--- config.mk ---
export PLATFORM = sky130hd
export DESIGN_NAME = pc_sequencer_flat
export DESIGN_NICKNAME = d
export VERILOG_FILES = /design/src/rtl/pc_sequencer_pkg.sv /design/src/rtl/pc_sequencer_if.sv /design/src/rtl/pc_sequencer_ras_stack.sv /design/src/rtl/pc_sequencer.sv /design/src/flat_wrapper.sv
export SDC_FILE = /design/constraint.sdc
export NUM_CORES = 1
export LEC_CHECK = 0
export BUFFER_PORTS_ARGS = -buffer_cell sky130_fd_sc_hd__clkbuf_2
export CAP_MARGIN = 20
export CORE_UTILIZATION = 49
export DETAILED_ROUTE_END_ITERATION = 8
export PLACE_DENSITY_LB_ADDON = 0.12
export SETUP_SLACK_MARGIN = 0.1
export SYNTH_ARGS = -nofsm -noshare
export SYNTH_HDL_FRONTEND = slang
export SYNTH_SLANG_ARGS = --single-unit
--- constraint.sdc ---
create_clock -name clk -period 5.6 [get_ports clk]
set_input_delay 0.28 -clock clk [delete_from_list [all_inputs] [get_ports clk]]
set_output_delay 0.28 -clock clk [all_outputs]
set_load 0.02 [all_outputs]
--- src/rtl/pc_sequencer_pkg.sv ---
// pc_sequencer_pkg: shared definitions for the PC sequencer.
//   - branch-mode encodings for br_mode
//   - bit indices into the sticky err vector
//   - next-PC source enum
//   - target calculation and branch-condition helpers
package pc_sequencer_pkg;

  localparam logic [1:0] BR_BEQ = 2'b00;
  localparam logic [1:0] BR_BNE = 2'b01;
  localparam logic [1:0] BR_BLT = 2'b10;
  localparam logic [1:0] BR_BGE = 2'b11;

  localparam int ERR_RET_UFLOW = 0;  // RET with empty return stack
  localparam int ERR_JB_BOTH   = 1;  // JUMP and BRANCH asserted together

  // Widest PC supported by the target helper; callers truncate the result.
  localparam int CALC_W = 64;

  typedef enum logic [2:0] {
    SRC_SEQ,
    SRC_RET,
    SRC_CALL,
    SRC_JUMP,
    SRC_BRANCH
  } npc_src_e;

  // pc_plus4 + (offset << 2). Low bits of the sum only depend on low bits
  // of the operands, so truncating to ADDR_W gives the modulo-2^ADDR_W result.
  function automatic logic [CALC_W-1:0] calc_target(input logic [CALC_W-1:0] pc_plus4,
                                                    input logic [CALC_W-1:0] ofs_sext);
    return pc_plus4 + (ofs_sext << 2);
  endfunction

  function automatic logic br_cond(input logic [1:0] mode, input logic zero, input logic neg);
    logic c;
    c = 1'b0;
    case (mode)
      BR_BEQ:  c = zero;
      BR_BNE:  c = ~zero;
      BR_BLT:  c = neg;
      BR_BGE:  c = ~neg;
      default: c = 1'b0;
    endcase
    return c;
  endfunction

endpackage

--- src/rtl/pc_sequencer_if.sv ---
// pc_sequencer_if: control inputs and status outputs of the PC sequencer.
//   slave  : the sequencer (consumes controls, drives pc/status)
//   master : the instruction-decode side driving controls
interface pc_sequencer_if #(
  parameter int ADDR_W = 32,
  parameter int OFS_W  = 8
);
  logic              stall;
  logic              jump;
  logic              branch;
  logic [1:0]        br_mode;
  logic              zero;
  logic              neg;
  logic              call;
  logic              ret;
  logic [OFS_W-1:0]  offset;
  logic [ADDR_W-1:0] pc;
  logic [ADDR_W-1:0] pc_plus4;
  logic              taken;
  logic              ras_empty;
  logic              ras_full;
  logic [1:0]        err;

  modport slave (
    input  stall, jump, branch, br_mode, zero, neg, call, ret, offset,
    output pc, pc_plus4, taken, ras_empty, ras_full, err
  );

  modport master (
    output stall, jump, branch, br_mode, zero, neg, call, ret, offset,
    input  pc, pc_plus4, taken, ras_empty, ras_full, err
  );
endinterface

--- src/rtl/pc_sequencer_ras_stack.sv ---
// ras_stack: circular return-address stack.
//   clk, reset   : clock, synchronous active-high reset (clears occupancy only)
//   push, pop    : push push_data / pop top; both together replaces the top
//   top          : most recently pushed entry (valid when !empty)
//   empty, full  : occupancy flags
// A push while full overwrites the oldest entry and keeps the count at DEPTH.
module ras_stack #(
  parameter int DEPTH = 4,
  parameter int W     = 32
) (
  input  logic         clk,
  input  logic         reset,
  input  logic         push,
  input  logic         pop,
  input  logic [W-1:0] push_data,
  output logic [W-1:0] top,
  output logic         empty,
  output logic         full
);
  localparam int PTR_W = $clog2(DEPTH);
  localparam int CNT_W = $clog2(DEPTH + 1);

  logic [W-1:0]     mem [DEPTH];
  logic [PTR_W-1:0] wptr_q;  // next slot to write; top lives at wptr_q-1
  logic [CNT_W-1:0] cnt_q;

  assign empty = (cnt_q == '0);
  assign full  = (cnt_q == CNT_W'(DEPTH));
  assign top   = mem[wptr_q - PTR_W'(1)];

  always_ff @(posedge clk) begin
    if (reset) begin
      wptr_q <= '0;
      cnt_q  <= '0;
    end else if (push && pop) begin
      // replace in place: pointer and count unchanged
    end else if (push) begin
      wptr_q <= wptr_q + PTR_W'(1);
      if (!full) cnt_q <= cnt_q + CNT_W'(1);
    end else if (pop && !empty) begin
      wptr_q <= wptr_q - PTR_W'(1);
      cnt_q  <= cnt_q - CNT_W'(1);
    end
  end

  // Entry storage is never cleared; occupancy alone defines validity.
  always_ff @(posedge clk) begin
    if (push && pop) begin
      if (!empty) mem[wptr_q - PTR_W'(1)] <= push_data;
      else        mem[wptr_q]             <= push_data;
    end else if (push) begin
      mem[wptr_q] <= push_data;
    end
  end
endmodule

--- src/rtl/pc_sequencer.sv ---
// pc_sequencer: program counter with relative jump/branch, call/return stack.
//   clk    : clock, rising edge
//   reset  : synchronous active-high reset, overrides stall
//   bus    : pc_sequencer_if.slave
//            in : stall, jump, branch, br_mode, zero, neg, call, ret, offset
//            out: pc (reg), pc_plus4 (comb), taken (reg), ras_empty, ras_full,
//                 err (sticky: [0] RET underflow, [1] JUMP+BRANCH)
// Next-PC priority: RET (stack non-empty) > CALL > JUMP > BRANCH-taken > PC+4.
module pc_sequencer
  import pc_sequencer_pkg::*;
#(
  parameter int              ADDR_W    = 32,
  parameter int              OFS_W     = 8,
  parameter int              RAS_DEPTH = 4,
  parameter logic [ADDR_W-1:0] RESET_PC = '0
) (
  input  logic           clk,
  input  logic           reset,
  pc_sequencer_if.slave  bus
);
  logic [ADDR_W-1:0] pc_q, pc_plus4, tgt, nxt_pc, ras_top;
  logic [CALC_W-1:0] ofs_sext;
  logic              taken_q;
  logic [1:0]        err_q, err_set;
  logic              ras_empty, ras_full;
  logic              do_push, do_pop;
  npc_src_e          src;

  assign pc_plus4 = pc_q + ADDR_W'(4);
  assign ofs_sext = CALC_W'($signed(bus.offset));
  assign tgt      = ADDR_W'(calc_target(CALC_W'(pc_plus4), ofs_sext));

  always_comb begin
    src     = SRC_SEQ;
    nxt_pc  = pc_plus4;
    do_push = 1'b0;
    do_pop  = 1'b0;
    err_set = '0;
    // CALL+RET with a live stack only pops: the popped address wins and
    // nothing is pushed, so occupancy drops by one.
    if (bus.ret && !ras_empty) begin
      src    = SRC_RET;
      nxt_pc = ras_top;
      do_pop = 1'b1;
    end else if (bus.call) begin
      src     = SRC_CALL;
      nxt_pc  = tgt;
      do_push = 1'b1;
    end else if (bus.jump && !bus.branch) begin
      src    = SRC_JUMP;
      nxt_pc = tgt;
    end else if (bus.branch && !bus.jump && br_cond(bus.br_mode, bus.zero, bus.neg)) begin
      src    = SRC_BRANCH;
      nxt_pc = tgt;
    end
    if (bus.ret && ras_empty)
      err_set[ERR_RET_UFLOW] = 1'b1;
    if (bus.jump && bus.branch && !bus.call && !bus.ret)
      err_set[ERR_JB_BOTH] = 1'b1;
  end

  ras_stack #(
    .DEPTH (RAS_DEPTH),
    .W     (ADDR_W)
  ) u_ras (
    .clk       (clk),
    .reset     (reset),
    .push      (do_push && !bus.stall),
    .pop       (do_pop && !bus.stall),
    .push_data (pc_plus4),
    .top       (ras_top),
    .empty     (ras_empty),
    .full      (ras_full)
  );

  always_ff @(posedge clk) begin
    if (reset) begin
      pc_q    <= RESET_PC;
      taken_q <= 1'b0;
      err_q   <= '0;
    end else if (!bus.stall) begin
      pc_q    <= nxt_pc;
      taken_q <= (src != SRC_SEQ);
      err_q   <= err_q | err_set;
    end
  end

  assign bus.pc        = pc_q;
  assign bus.pc_plus4  = pc_plus4;
  assign bus.taken     = taken_q;
  assign bus.ras_empty = ras_empty;
  assign bus.ras_full  = ras_full;
  assign bus.err       = err_q;
endmodule

--- src/flat_wrapper.sv ---
// flat-port wrapper written by rule: the top's interface ports become plain ports
module pc_sequencer_flat import pc_sequencer_pkg::*;
#(
  parameter int              ADDR_W    = 32,
  parameter int              OFS_W     = 8,
  parameter int              RAS_DEPTH = 4,
  parameter logic [ADDR_W-1:0] RESET_PC = '0
)
  (clk, reset, bus_stall, bus_jump, bus_branch, bus_br_mode, bus_zero, bus_neg, bus_call, bus_ret, bus_offset, bus_pc, bus_pc_plus4, bus_taken, bus_ras_empty, bus_ras_full, bus_err);
  pc_sequencer_if #(.ADDR_W(ADDR_W), .OFS_W(OFS_W)) bus_i ();
  input  logic clk;
  input  logic reset;
  input wire logic [$bits(bus_i.stall)-1:0] bus_stall;
  input wire logic [$bits(bus_i.jump)-1:0] bus_jump;
  input wire logic [$bits(bus_i.branch)-1:0] bus_branch;
  input wire logic [$bits(bus_i.br_mode)-1:0] bus_br_mode;
  input wire logic [$bits(bus_i.zero)-1:0] bus_zero;
  input wire logic [$bits(bus_i.neg)-1:0] bus_neg;
  input wire logic [$bits(bus_i.call)-1:0] bus_call;
  input wire logic [$bits(bus_i.ret)-1:0] bus_ret;
  input wire logic [$bits(bus_i.offset)-1:0] bus_offset;
  output wire logic [$bits(bus_i.pc)-1:0] bus_pc;
  output wire logic [$bits(bus_i.pc_plus4)-1:0] bus_pc_plus4;
  output wire logic [$bits(bus_i.taken)-1:0] bus_taken;
  output wire logic [$bits(bus_i.ras_empty)-1:0] bus_ras_empty;
  output wire logic [$bits(bus_i.ras_full)-1:0] bus_ras_full;
  output wire logic [$bits(bus_i.err)-1:0] bus_err;
  assign bus_i.stall = bus_stall;
  assign bus_i.jump = bus_jump;
  assign bus_i.branch = bus_branch;
  assign bus_i.br_mode = bus_br_mode;
  assign bus_i.zero = bus_zero;
  assign bus_i.neg = bus_neg;
  assign bus_i.call = bus_call;
  assign bus_i.ret = bus_ret;
  assign bus_i.offset = bus_offset;
  assign bus_pc = bus_i.pc;
  assign bus_pc_plus4 = bus_i.pc_plus4;
  assign bus_taken = bus_i.taken;
  assign bus_ras_empty = bus_i.ras_empty;
  assign bus_ras_full = bus_i.ras_full;
  assign bus_err = bus_i.err;
  pc_sequencer #(.ADDR_W(ADDR_W), .OFS_W(OFS_W), .RAS_DEPTH(RAS_DEPTH), .RESET_PC(RESET_PC)) u_core (.clk(clk), .reset(reset), .bus(bus_i));
endmodule
==> impl_metrics.env, run 1 <==
export IMPL_io_buffers=87
export IMPL_chipWidth_um=136
export IMPL_drv_slew=0
export IMPL_slew_limit_headroom_pct=29.1
export IMPL_synthArstFlopShare_pct=0
export IMPL_clock_power_share_pct=29.4
export IMPL_cellPowerDensity_nw_per_um2=371
export IMPL_placedInstanceArea_um2=9480
export IMPL_viasPerCell=6.06
export IMPL_track_usage_pct=26.2
export IMPL_power_leakage_nw=3.82
export IMPL_timing_setup_tns_ns=0
export IMPL_fp_dieArea_um2=18500
export IMPL_core_rowCount=48
export IMPL_clk_transition_reported_paths_ns=0.07
export IMPL_post_synth_net_total=796
export IMPL_cell_internal_pwr_mw=2.44
export IMPL_path_class="reg -> reg"
export IMPL_yosysUniqueCellTypes=63
export IMPL_worst_hold_path_type="in -> reg"
export IMPL_post_cts_repair_timing_setup_buffer_count=0
export IMPL_final_design_area_no_fill_um2=10000
export IMPL_met2_length_mm=10.9
export IMPL_ctsHtreeMaxLevel=4
export IMPL_clock_insertion_delay_worst_skew_ns=0.43
export IMPL_clock_tree_buffer_depth=2
export IMPL_post_dp_hpwl_mm=15.3
export IMPL_synth_top_cell_by_area="sky130_fd_sc_hd__edfxtp_1"
export IMPL_drive_above_1_share_pct=21.8
export IMPL_rsz0062_at_grt="no"
export IMPL_grt_first_pass_wirelength_mm=35.4
export IMPL_finalWirelength_mm=22.9
export IMPL_clock_sinks=168
export IMPL_drcViolationCount=0
export IMPL_yosys_area_top_type_share_pct=43.8
export IMPL_relative_contribution_of_sequential_cells_to_total_power_pct=42.3
export IMPL_antenna_violating_nets_post_route=0
export IMPL_worstPathMaxFanout=8
export IMPL_timing_worst_slew_pin_value_ns=1.06
export IMPL_post_synth_main_area_contributors="sky130_fd_sc_hd__edfxtp_1 44%, sky130_fd_sc_hd__dfxtp_1 9.1%, sky130_fd_sc_hd__mux4_2 8.2%"
export IMPL_netlist_instances=739
export IMPL_start_util_pct=50.4
export IMPL_cap_viol_max_count=0
export IMPL_power_share_combinational_pct=28.3
export IMPL_boundaryPins=88
export IMPL_mostFrequentLayoutCell="sky130_fd_sc_hd__edfxtp_1"
export IMPL_final_hold_viol_count=0
export IMPL_crit_path_end_kind="flip-flop"
export IMPL_final_setup_viol_count=0
export IMPL_met3_wirelength_mm=1.48
export IMPL_routedLengthMet1_mm=10.3
export IMPL_synth_warnings=0
export IMPL_post_synth_instance_area_um2=8780
export IMPL_fill_cells=1445
export IMPL_netSwitchingFraction_pct=34.5
export IMPL_synth_ff_latch_count=168
export IMPL_grt_remaining_overflow=0
export IMPL_drt_first_iter_violations=583
export IMPL_vias_in_the_first_global_route=6248
export IMPL_worst_ep_arrival_time_ns=4.78
export IMPL_avgSynthCellArea_um2=11.9
export IMPL_grt_start_max_net_pins=43
export IMPL_detailedRoute_firstPassIterationCount=5
export IMPL_area_overhead_of_the_layout_relative_to_synthesis_pct=14.2
export IMPL_gpl_final_weighted_congestion=0.913
export IMPL_mostFrequentLayoutCells="128 x sky130_fd_sc_hd__edfxtp_1, 87 x sky130_fd_sc_hd__clkbuf_2, 64 x sky130_fd_sc_hd__nor2_1, 60 x sky130_fd_sc_hd__nand2_1, 59 x sky130_fd_sc_hd__a21oi_1"
export IMPL_tritoncts="built"
export IMPL_final_worst_path_cycle_share_pct=78.8
export IMPL_core_area_um2=17400
export IMPL_total_vias_in_the_final_route=6426
export IMPL_ir_drop_worst_case_vdd_v=0.000237
export IMPL_tritoncts_num_buffers=17
export IMPL_cts_hold_buffers_added=0
export IMPL_grt_antenna_before_repair=0
export IMPL_final_setup_skew_ns=0.0101
export IMPL_die_height_um=136
export IMPL_seq_area_frac_synth_pct=52.9
export IMPL_wire_length_per_cell_um=21.6
export IMPL_clock_period_minus_final_worst_setup_slack_ns=4.41
export IMPL_cts_resized_gates=0
export IMPL_fmax_ghz=0.227
export IMPL_postSynth_topFlopCell="sky130_fd_sc_hd__edfxtp_1"
export IMPL_p_sw_mw=1.28
export IMPL_crit_path_start_kind="flip-flop"
export IMPL_synth_enable_flop_cells=128
export IMPL_layout_nets=879
export IMPL_ctsRootBufferMaster="sky130_fd_sc_hd__clkbuf_16"
export IMPL_worst_ep_required_time_ns=5.97
export IMPL_n_antenna_cell=0
export IMPL_top_layer_used="met4"
export IMPL_run_status="finished, final reports clean"
area by class of cell:
| cell class | count | area, µm² | area share, % |
|---|---|---|---|
| Sequential cell | 168 | 4650 | 46.3 |
| Multi-Input combinational cell | 514 | 3930 | 39.2 |
| Timing Repair Buffer | 103 | 556 | 5.54 |
| Clock buffer | 17 | 425 | 4.24 |
| Tap cell | 225 | 282 | 2.81 |
| Clock inverter | 15 | 123 | 1.22 |
| Inverter | 18 | 67.6 | 0.674 |
cell usage after synthesis (3+ instances only):
library cell and number:
sky130_fd_sc_hd__a211oi_1 5, sky130_fd_sc_hd__a21boi_0 3, sky130_fd_sc_hd__a21o_1 11, sky130_fd_sc_hd__a21oi_1 59, sky130_fd_sc_hd__a221oi_1 3, sky130_fd_sc_hd__a311oi_1 8
sky130_fd_sc_hd__a31oi_1 5, sky130_fd_sc_hd__and2_1 3, sky130_fd_sc_hd__and3_1 11, sky130_fd_sc_hd__and4_1 4, sky130_fd_sc_hd__buf_1 5, sky130_fd_sc_hd__clkbuf_1 30
sky130_fd_sc_hd__dfxtp_1 40, sky130_fd_sc_hd__edfxtp_1 128, sky130_fd_sc_hd__ha_1 36, sky130_fd_sc_hd__inv_1 17, sky130_fd_sc_hd__mux2i_1 6, sky130_fd_sc_hd__mux4_2 32
sky130_fd_sc_hd__nand2_1 60, sky130_fd_sc_hd__nand2b_1 6, sky130_fd_sc_hd__nand3_1 15, sky130_fd_sc_hd__nand4_1 12, sky130_fd_sc_hd__nor2_1 64, sky130_fd_sc_hd__nor2b_1 4
sky130_fd_sc_hd__nor3_1 12, sky130_fd_sc_hd__nor3b_1 5, sky130_fd_sc_hd__o211ai_1 4, sky130_fd_sc_hd__o21a_1 5, sky130_fd_sc_hd__o21ai_0 28, sky130_fd_sc_hd__o21bai_1 3
sky130_fd_sc_hd__o221a_2 4, sky130_fd_sc_hd__o22ai_1 7, sky130_fd_sc_hd__o31ai_1 9, sky130_fd_sc_hd__or3_1 4, sky130_fd_sc_hd__xnor2_1 32, sky130_fd_sc_hd__xor2_1 24
kinds of logic after synthesis:
logic type,count (synthesis),share of synthesized area (%)
AO/OA/AOI/OAI,175,13.1
XOR/XNOR,56,5.58
adder cells (fa/ha/maj),38,5.58
buffers and inverters,57,2.62
flip-flops,168,52.9
multiplexers,38,8.89
AND/OR/NAND/NOR,207,11.4
per-layer routing:
| layer | GRT usage [%] | up-vias |
|---|---|---|
| li1 | - | 3000 |
| met1 | 36.5 | 3140 |
| met2 | 41.5 | 262 |
| met3 | 4.88 | 24 |
| met4 | 7.96 | 0 |
| met5 | 0 | - |
worst paths after layout:
path	start	endpoint	depth (start not counted)	slack, ns
setup reg to reg	u_core.bus.pc[5]	u_core.bus.pc[30]	15	1.19
setup / recovery	u_core.bus.pc[5]	u_core.bus.pc[30]	15	1.19
hold reg to reg	u_core.bus.err[0]	u_core.bus.err[0]	2	0.48
hold / removal	bus_jump	u_core.bus.err[1]	3	0.13
flip-flops by register name, indices dropped and copies added, names as in the netlist:
register             count
u_core.u_ras.mem       128
u_core.u_ras.wptr_q      2
u_core.bus.taken         1
u_core.bus.pc           32
u_core.u_ras.cnt_q       3
u_core.bus.err           2
critical path, cell delays in order (launching register included):
cell	delay, ns
sky130_fd_sc_hd__dfxtp_1	0.44
sky130_fd_sc_hd__nand3_2	0.11
sky130_fd_sc_hd__or3_1	0.50
sky130_fd_sc_hd__or2_1	0.40
sky130_fd_sc_hd__nor3_1	0.26
sky130_fd_sc_hd__xor2_1	0.51
sky130_fd_sc_hd__ha_1	0.37
sky130_fd_sc_hd__a21o_1	0.21
sky130_fd_sc_hd__a211o_1	0.26
sky130_fd_sc_hd__or3_1	0.36
sky130_fd_sc_hd__o21ai_0	0.08
sky130_fd_sc_hd__a211oi_1	0.10
sky130_fd_sc_hd__a311oi_1	0.37
sky130_fd_sc_hd__xnor2_1	0.15
sky130_fd_sc_hd__nand2_1	0.07
sky130_fd_sc_hd__a21oi_1	0.14
through the flow:
| step | util [%] | power [mW] | hold slack [ns] | setup WS [ns] | cells |
|---|---|---|---|---|---|
| after floorplan | - | 2.32 | 0.437 | 0.926 | 739 |
| after global placement | 54.4 | 2.62 | 0.452 | 1.38 | 1028 |
| after detailed placement | 54.4 | 2.65 | 0.464 | 1.21 | 1028 |
| after CTS | 57.6 | 3.74 | 0.118 | 1.18 | 1060 |
| after global routing | 57.6 | 3.91 | 0.127 | 0.843 | 1060 |
| final | 57.6 | 3.72 | 0.133 | 1.19 | 1060 |
power groups by stage:
| stage | Combinational [mW] | Clock (mW) | Sequential [mW] |
|---|---|---|---|
| after global placement | 1.03 | 0 | 1.59 |
| after global routing | 1.15 | 1.17 | 1.59 |
| after detailed placement | 1.04 | 0 | 1.60 |
| after CTS | 1.05 | 1.12 | 1.57 |
| after floorplan | 0.717 | 0 | 1.60 |
| final | 1.05 | 1.09 | 1.57 |
(Power assumes the default switching activity.)
==> inputs of run 2 (changes only) <==
==> constraint.sdc (replaced) <==
create_clock -name clk -period 4.6 [get_ports clk]
set_input_delay 0.23 -clock clk [delete_from_list [all_inputs] [get_ports clk]]
set_output_delay 0.23 -clock clk [all_outputs]
set_load 0.02 [all_outputs]
==> run 2 against run 1 <==
  * Clock power is 29% higher
  * Sequential cell count stayed put
  * Design area is 1.5% higher
  * Global-route usage is 0.21 points higher
  * Via count is 0.67% higher
  * Critical endpoint unchanged
==> impl_metrics.env, run 2 (synthesis gave the netlist of run 1 again) <==
export IMPL_worst_case_reg_to_reg_path_depth=15
export IMPL_final_core_utilization_pct=58.4
export IMPL_grt_first_pass_wirelength_mm=36.1
export IMPL_start_util_pct=50.4
export IMPL_ir_drop_worst_case_vdd_v=0.000276
export IMPL_n_antenna_cell=0
export IMPL_clock_insertion_delay_worst_skew_ns=0.43
export IMPL_clock_period_minus_final_worst_setup_slack_ns=4.10
export IMPL_grt_start_max_net_pins=38
export IMPL_origin_of_the_worst_setup_path="u_core.bus.pc[17]"
export IMPL_die_height_um=136
export IMPL_timing_setup_tns_ns=0
export IMPL_use_met1_pct=36.4
export IMPL_final_hold_viol_count=0
export IMPL_met2_usage_pct=42.8
export IMPL_drt_first_iter_violations=708
export IMPL_cts_resized_gates=0
export IMPL_whs_path_depth=3
export IMPL_grt_antenna_before_repair=0
export IMPL_grt_remaining_overflow=0
export IMPL_rr_startpoint="u_core.bus.pc[17]"
export IMPL_run_status="finished, final reports clean"
export IMPL_detailedRoute_firstPassIterationCount=4
export IMPL_boundaryPins=88
export IMPL_largest_register="u_core.u_ras.mem"
export IMPL_tritoncts="built"
export IMPL_crit_path_end_kind="flip-flop"
export IMPL_core_area_um2=17400
export IMPL_fmax_ghz=0.244
export IMPL_clock_tree_buffer_depth=2
export IMPL_fp_dieArea_um2=18500
export IMPL_fill_cells=1437
export IMPL_power_leakage_nw=3.91
export IMPL_ctsRootBufferMaster="sky130_fd_sc_hd__clkbuf_16"
export IMPL_tritoncts_num_buffers=17
export IMPL_antenna_violating_nets_post_route=0
export IMPL_gpl_final_weighted_congestion=0.880
export IMPL_final_setup_skew_ns=0.0107
export IMPL_regToRegEndpoint="u_core.bus.pc[30]"
export IMPL_p_total_mw=4.64
export IMPL_ctsHtreeMaxLevel=4
export IMPL_cts_hold_buffers_added=0
export IMPL_cellPowerDensity_nw_per_um2=456
export IMPL_chipWidth_um=136
export IMPL_globalRoute_busiestLayer="met2"
export IMPL_io_buffers=87
export IMPL_drv_slew=0
export IMPL_crit_path_start_kind="flip-flop"
export IMPL_finalWirelength_mm=23.1
export IMPL_worst_hold_path_type="in -> reg"
export IMPL_core_rowCount=48
export IMPL_vias_in_the_first_global_route=6412
export IMPL_mostFrequentLayoutCells="128 x sky130_fd_sc_hd__edfxtp_1, 87 x sky130_fd_sc_hd__clkbuf_2, 64 x sky130_fd_sc_hd__nor2_1, 60 x sky130_fd_sc_hd__nand2_1, 59 x sky130_fd_sc_hd__a21oi_1"
export IMPL_gr_usage_met3_pct=3.80
export IMPL_worst_ep_arrival_time_ns=4.46
export IMPL_r2r_slack_ns=0.50
export IMPL_path_class="reg -> reg"
export IMPL_wire_length_per_cell_um=21.5
export IMPL_drcViolationCount=0
export IMPL_post_dp_hpwl_mm=15.3
export IMPL_post_cts_repair_timing_setup_buffer_count=0
export IMPL_cap_viol_max_count=0
export IMPL_mostFrequentLayoutCell="sky130_fd_sc_hd__edfxtp_1"
export IMPL_area_overhead_of_the_layout_relative_to_synthesis_pct=15.9
export IMPL_clock_sinks=168
export IMPL_final_worst_path_cycle_share_pct=89.1
export IMPL_final_setup_viol_count=0
export IMPL_track_usage_pct=26.4
export IMPL_viasPerCell=6.03
export IMPL_worstPathMaxFanout=7
export IMPL_worst_ep_required_time_ns=4.96
export IMPL_drive_above_1_share_pct=23.1
export IMPL_slew_limit_headroom_pct=27.9
export IMPL_rsz0062_at_grt="no"
export IMPL_timing_worst_slew_pin_value_ns=1.08
export IMPL_worst_hold_startpoint="bus_jump"
export IMPL_clk_transition_reported_paths_ns=0.06
export IMPL_min_delay_worst_endpoint="u_core.bus.err[1]"
export IMPL_largest_register_ff_count=128
export IMPL_total_vias_in_the_final_route=6469
export IMPL_layout_nets=892
run 2: worst max-delay path, cell delays in order (launching register included):
cell	delay [ns]
sky130_fd_sc_hd__dfxtp_1	0.45
sky130_fd_sc_hd__and4_1	0.29
sky130_fd_sc_hd__and3_1	0.26
sky130_fd_sc_hd__nand3_1	0.27
sky130_fd_sc_hd__nor3_2	0.41
sky130_fd_sc_hd__xnor2_1	0.31
sky130_fd_sc_hd__ha_1	0.31
sky130_fd_sc_hd__a21o_1	0.21
sky130_fd_sc_hd__a211o_1	0.25
sky130_fd_sc_hd__or3_1	0.36
sky130_fd_sc_hd__o21ai_0	0.08
sky130_fd_sc_hd__a211oi_1	0.10
sky130_fd_sc_hd__a311oi_1	0.35
sky130_fd_sc_hd__xnor2_1	0.16
sky130_fd_sc_hd__nand2_1	0.07
sky130_fd_sc_hd__a21oi_1	0.15
run 2: cell type report:
type                            instances  area, µm²  area share [%]
Sequential cell                       168       4650            45.7
Multi-Input combinational cell        514       3950            38.8
Timing Repair Buffer                  116        653            6.42
Clock buffer                           22        484            4.76
Tap cell                              225        282            2.77
Clock inverter                         10       95.1           0.934
Inverter                               18       67.6           0.664
run 2: metrics by stage:
step	worst slack [ns]	cells	hold WS (ns)	instance area (µm²)
2_1_floorplan	0.111	739	0.387	8790
3_3_place_gp	0.405	1041	0.451	9590
3_5_place_dp	0.305	1041	0.466	9590
4_1_cts	0.261	1073	0.0617	10200
5_1_grt	0.256	1073	0.0742	10200
6_report	0.502	1073	0.0812	10200
run 2: metal layers:
layer  vias up  wire length (µm)
met5         -                 0
met4         0               414
met3        38              1110
met2       209             11100
met1      3206             10400
li1       3016                 -
run 2: worst max-delay path by stage:
stage | endpoint | slack (ns) | depth (start not counted)
after CTS | u_core.bus.pc[30] | 0.26 | 15
after floorplan | u_core.u_ras.mem[0][0] | 0.11 | 6
final | u_core.bus.pc[30] | 0.50 | 15
after global routing | u_core.bus.pc[28] | 0.26 | 15
after detailed placement | u_core.bus.pc[30] | 0.30 | 15
after global placement | u_core.bus.pc[30] | 0.41 | 15
run 2: report_power, final:
part	internal, mW	total, mW	switching, mW
Sequential	1.79	1.92	0.130
Clock	0.803	1.41	0.602
Combinational	0.509	1.32	0.811
Total	3.10	4.64	1.54
==> inputs of run 3 (changes only) <==
==> constraint.sdc (replaced) <==
create_clock -name clk -period 4.6 [get_ports clk]
set_input_delay 0.46 -clock clk [delete_from_list [all_inputs] [get_ports clk]]
set_output_delay 0.46 -clock clk [all_outputs]
set_load 0.02 [all_outputs]
==> run 3 against run 2 <==
  * Power is 0.51% lower
  * First-iteration DRC count decreased by 15%
  * Combinational power hardly changed
  * Cell count is 0.37% higher
  * Clock skew fell by 0.0027 ns
  * Via count rose by 1.2%
  * Critical path depth is the same
  * Maximum frequency fell by 1.1%
  * Global-route usage grew 0.17 points
  * Clock power decreased by 3%
  * Hold slack improved by 0.22 ns
==> impl_metrics.env, run 3 (synthesis gave the netlist of run 1 again) <==
export IMPL_run_status="finished, final reports clean"
export IMPL_crit_path_start_kind="flip-flop"
export IMPL_fmax_ghz=0.241
export IMPL_post_dp_hpwl_mm=15.5
export IMPL_final_setup_skew_ns=0.00802
export IMPL_met2_usage_pct=42.8
export IMPL_detailedRoute_firstPassIterationCount=5
export IMPL_drt_first_iter_violations=603
export IMPL_area_overhead_of_the_layout_relative_to_synthesis_pct=16.5
export IMPL_finalWirelength_mm=23.2
export IMPL_clk_transition_reported_paths_ns=0.07
export IMPL_layout_nets=896
export IMPL_multiInputGateArea_um2=3950
export IMPL_use_met1_pct=35.8
export IMPL_ir_drop_worst_case_vdd_v=0.000307
export IMPL_wire_length_per_cell_um=21.6
export IMPL_io_buffers=87
export IMPL_viasPerCell=6.08
export IMPL_worst_path_stages=15
export IMPL_rsz0062_at_grt="no"
export IMPL_path_class="reg -> reg"
export IMPL_total_vias_in_the_final_route=6547
export IMPL_worst_ep_arrival_time_ns=4.50
export IMPL_crit_path_end_kind="flip-flop"
export IMPL_post_route_worst_setup_slack_ns=0.455
export IMPL_final_worst_path_cycle_share_pct=90.1
export IMPL_post_cts_repair_timing_setup_buffer_count=0
export IMPL_ctsHtreeMaxLevel=4
export IMPL_start_util_pct=50.4
export IMPL_final_hold_viol_count=0
export IMPL_slew_limit_headroom_pct=48.0
export IMPL_mostFrequentLayoutCells="128 x sky130_fd_sc_hd__edfxtp_1, 87 x sky130_fd_sc_hd__clkbuf_2, 64 x sky130_fd_sc_hd__nor2_1, 60 x sky130_fd_sc_hd__nand2_1, 59 x sky130_fd_sc_hd__a21oi_1"
export IMPL_cellPowerDensity_nw_per_um2=451
export IMPL_die_height_um=136
export IMPL_whs_path_depth=3
export IMPL_worstPathMaxFanout=8
export IMPL_storage_cell_area_um2=4650
export IMPL_cts_hold_buffers_added=0
export IMPL_core_rowCount=48
export IMPL_drcViolationCount=0
export IMPL_critical_path_slowest_cell="sky130_fd_sc_hd__or3_1"
export IMPL_ctsRootBufferMaster="sky130_fd_sc_hd__clkbuf_16"
export IMPL_grt_remaining_overflow=0
export IMPL_drive_above_1_share_pct=23.7
export IMPL_grt_antenna_before_repair=0
export IMPL_power_leakage_nw=3.95
export IMPL_clock_insertion_delay_worst_skew_ns=0.43
export IMPL_chipWidth_um=136
export IMPL_core_area_um2=17400
export IMPL_fill_cells=1438
export IMPL_cpLargestDelayFamily="simple AND/OR/NAND/NOR gates"
export IMPL_timing_setup_tns_ns=0
export IMPL_worst_case_reg_to_reg_path_depth=15
export IMPL_final_design_area_no_fill_um2=10200
export IMPL_timing_worst_slew_pin_value_ns=0.775
export IMPL_final_setup_viol_count=0
export IMPL_worst_ep_required_time_ns=4.96
export IMPL_tritoncts="built"
export IMPL_grt_start_max_net_pins=42
export IMPL_worst_hold_path_type="in -> reg"
export IMPL_post_place_ws_ns=0.266
export IMPL_n_antenna_cell=0
export IMPL_fp_dieArea_um2=18500
export IMPL_mostFrequentLayoutCell="sky130_fd_sc_hd__edfxtp_1"
export IMPL_gr_usage_met3_pct=5.26
export IMPL_clock_tree_buffer_depth=2
export IMPL_drv_slew=0
export IMPL_vias_in_the_first_global_route=6504
export IMPL_globalRoute_busiestLayer="met2"
export IMPL_timing_critical_path_cells="nand3_2 > or3_1 > or2_1 > nor3_1 > xor2_1 > ha_1 > a21o_1 > a211o_1 > or3_1 > o21ai_0 > a211oi_1 > a311oi_1 > xnor2_1 > nand2_1 > a21oi_1"
export IMPL_placedInstanceArea_um2=9630
export IMPL_largest_register_ff_count=128
export IMPL_grt_first_pass_wirelength_mm=36.0
export IMPL_antenna_violating_nets_post_route=0
export IMPL_gpl_final_weighted_congestion=0.907
export IMPL_track_usage_pct=26.5
export IMPL_largest_register="u_core.u_ras.mem"
export IMPL_timing_critical_path_mode_cell="sky130_fd_sc_hd__or3_1"
export IMPL_final_core_utilization_pct=58.7
export IMPL_clock_sinks=168
export IMPL_cpPeakStageDelay_ns=0.49
export IMPL_clock_period_minus_final_worst_setup_slack_ns=4.15
export IMPL_timing_critical_path_buf_inv=0
export IMPL_tritoncts_num_buffers=17
export IMPL_cap_viol_max_count=0
export IMPL_boundaryPins=88
[run 3: tightest hold or removal path, stage by stage]
cell	delay [ns]
sky130_fd_sc_hd__clkbuf_2	0.10
sky130_fd_sc_hd__a31oi_1	0.07
sky130_fd_sc_hd__nor2_1	0.07
[run 3: report_power, final]
part	switching, mW	leakage (nW)	total (mW)	internal, mW
Combinational	0.825	2.16	1.34	0.519
Clock	0.620	0.277	1.37	0.750
Sequential	0.117	1.51	1.90	1.79
Total	1.56	3.95	4.62	3.06
[run 3: final cells by class]
class | count | share of cell area, %
clock buffers | 18 | 4.19
well taps | 225 | 2.75
flip-flops and latches | 168 | 45.4
repair buffers | 120 | 7.19
inverters | 18 | 0.660
clock inverters | 14 | 1.20
multi-input cells | 514 | 38.6
[run 3: path summary, 6_finish.rpt]
path                           from           endpoint  slack, ns
setup / recovery   u_core.bus.pc[5]  u_core.bus.pc[30]       0.45
hold / removal             bus_jump  u_core.bus.err[1]       0.31
setup reg to reg   u_core.bus.pc[5]  u_core.bus.pc[30]       0.45
hold reg to reg   u_core.bus.err[0]  u_core.bus.err[0]       0.47
[run 3: metal layers]
layer / up-vias / routed length [µm]
li1: 3006 / -
met1: 3288 / 10300
met2: 222 / 11200
met3: 31 / 1290
met4: 0 / 427
met5: - / 0
[run 3: through the flow]
step / total power, mW / cells / hold slack (ns)
final: 4.62 / 1077 / 0.305
after global routing: 4.83 / 1077 / 0.306
after CTS: 4.63 / 1075 / 0.286
after detailed placement: 3.26 / 1043 / 0.459
after global placement: 3.23 / 1042 / 0.455
after floorplan: 2.82 / 739 / 0.494
[run 3: timing repair]
item / 4_1_cts / 5_1_grt
endpoints found under the hold margin: 0 / 0
setup endpoints to repair: 0 / 1
resized for setup: 0 / 1
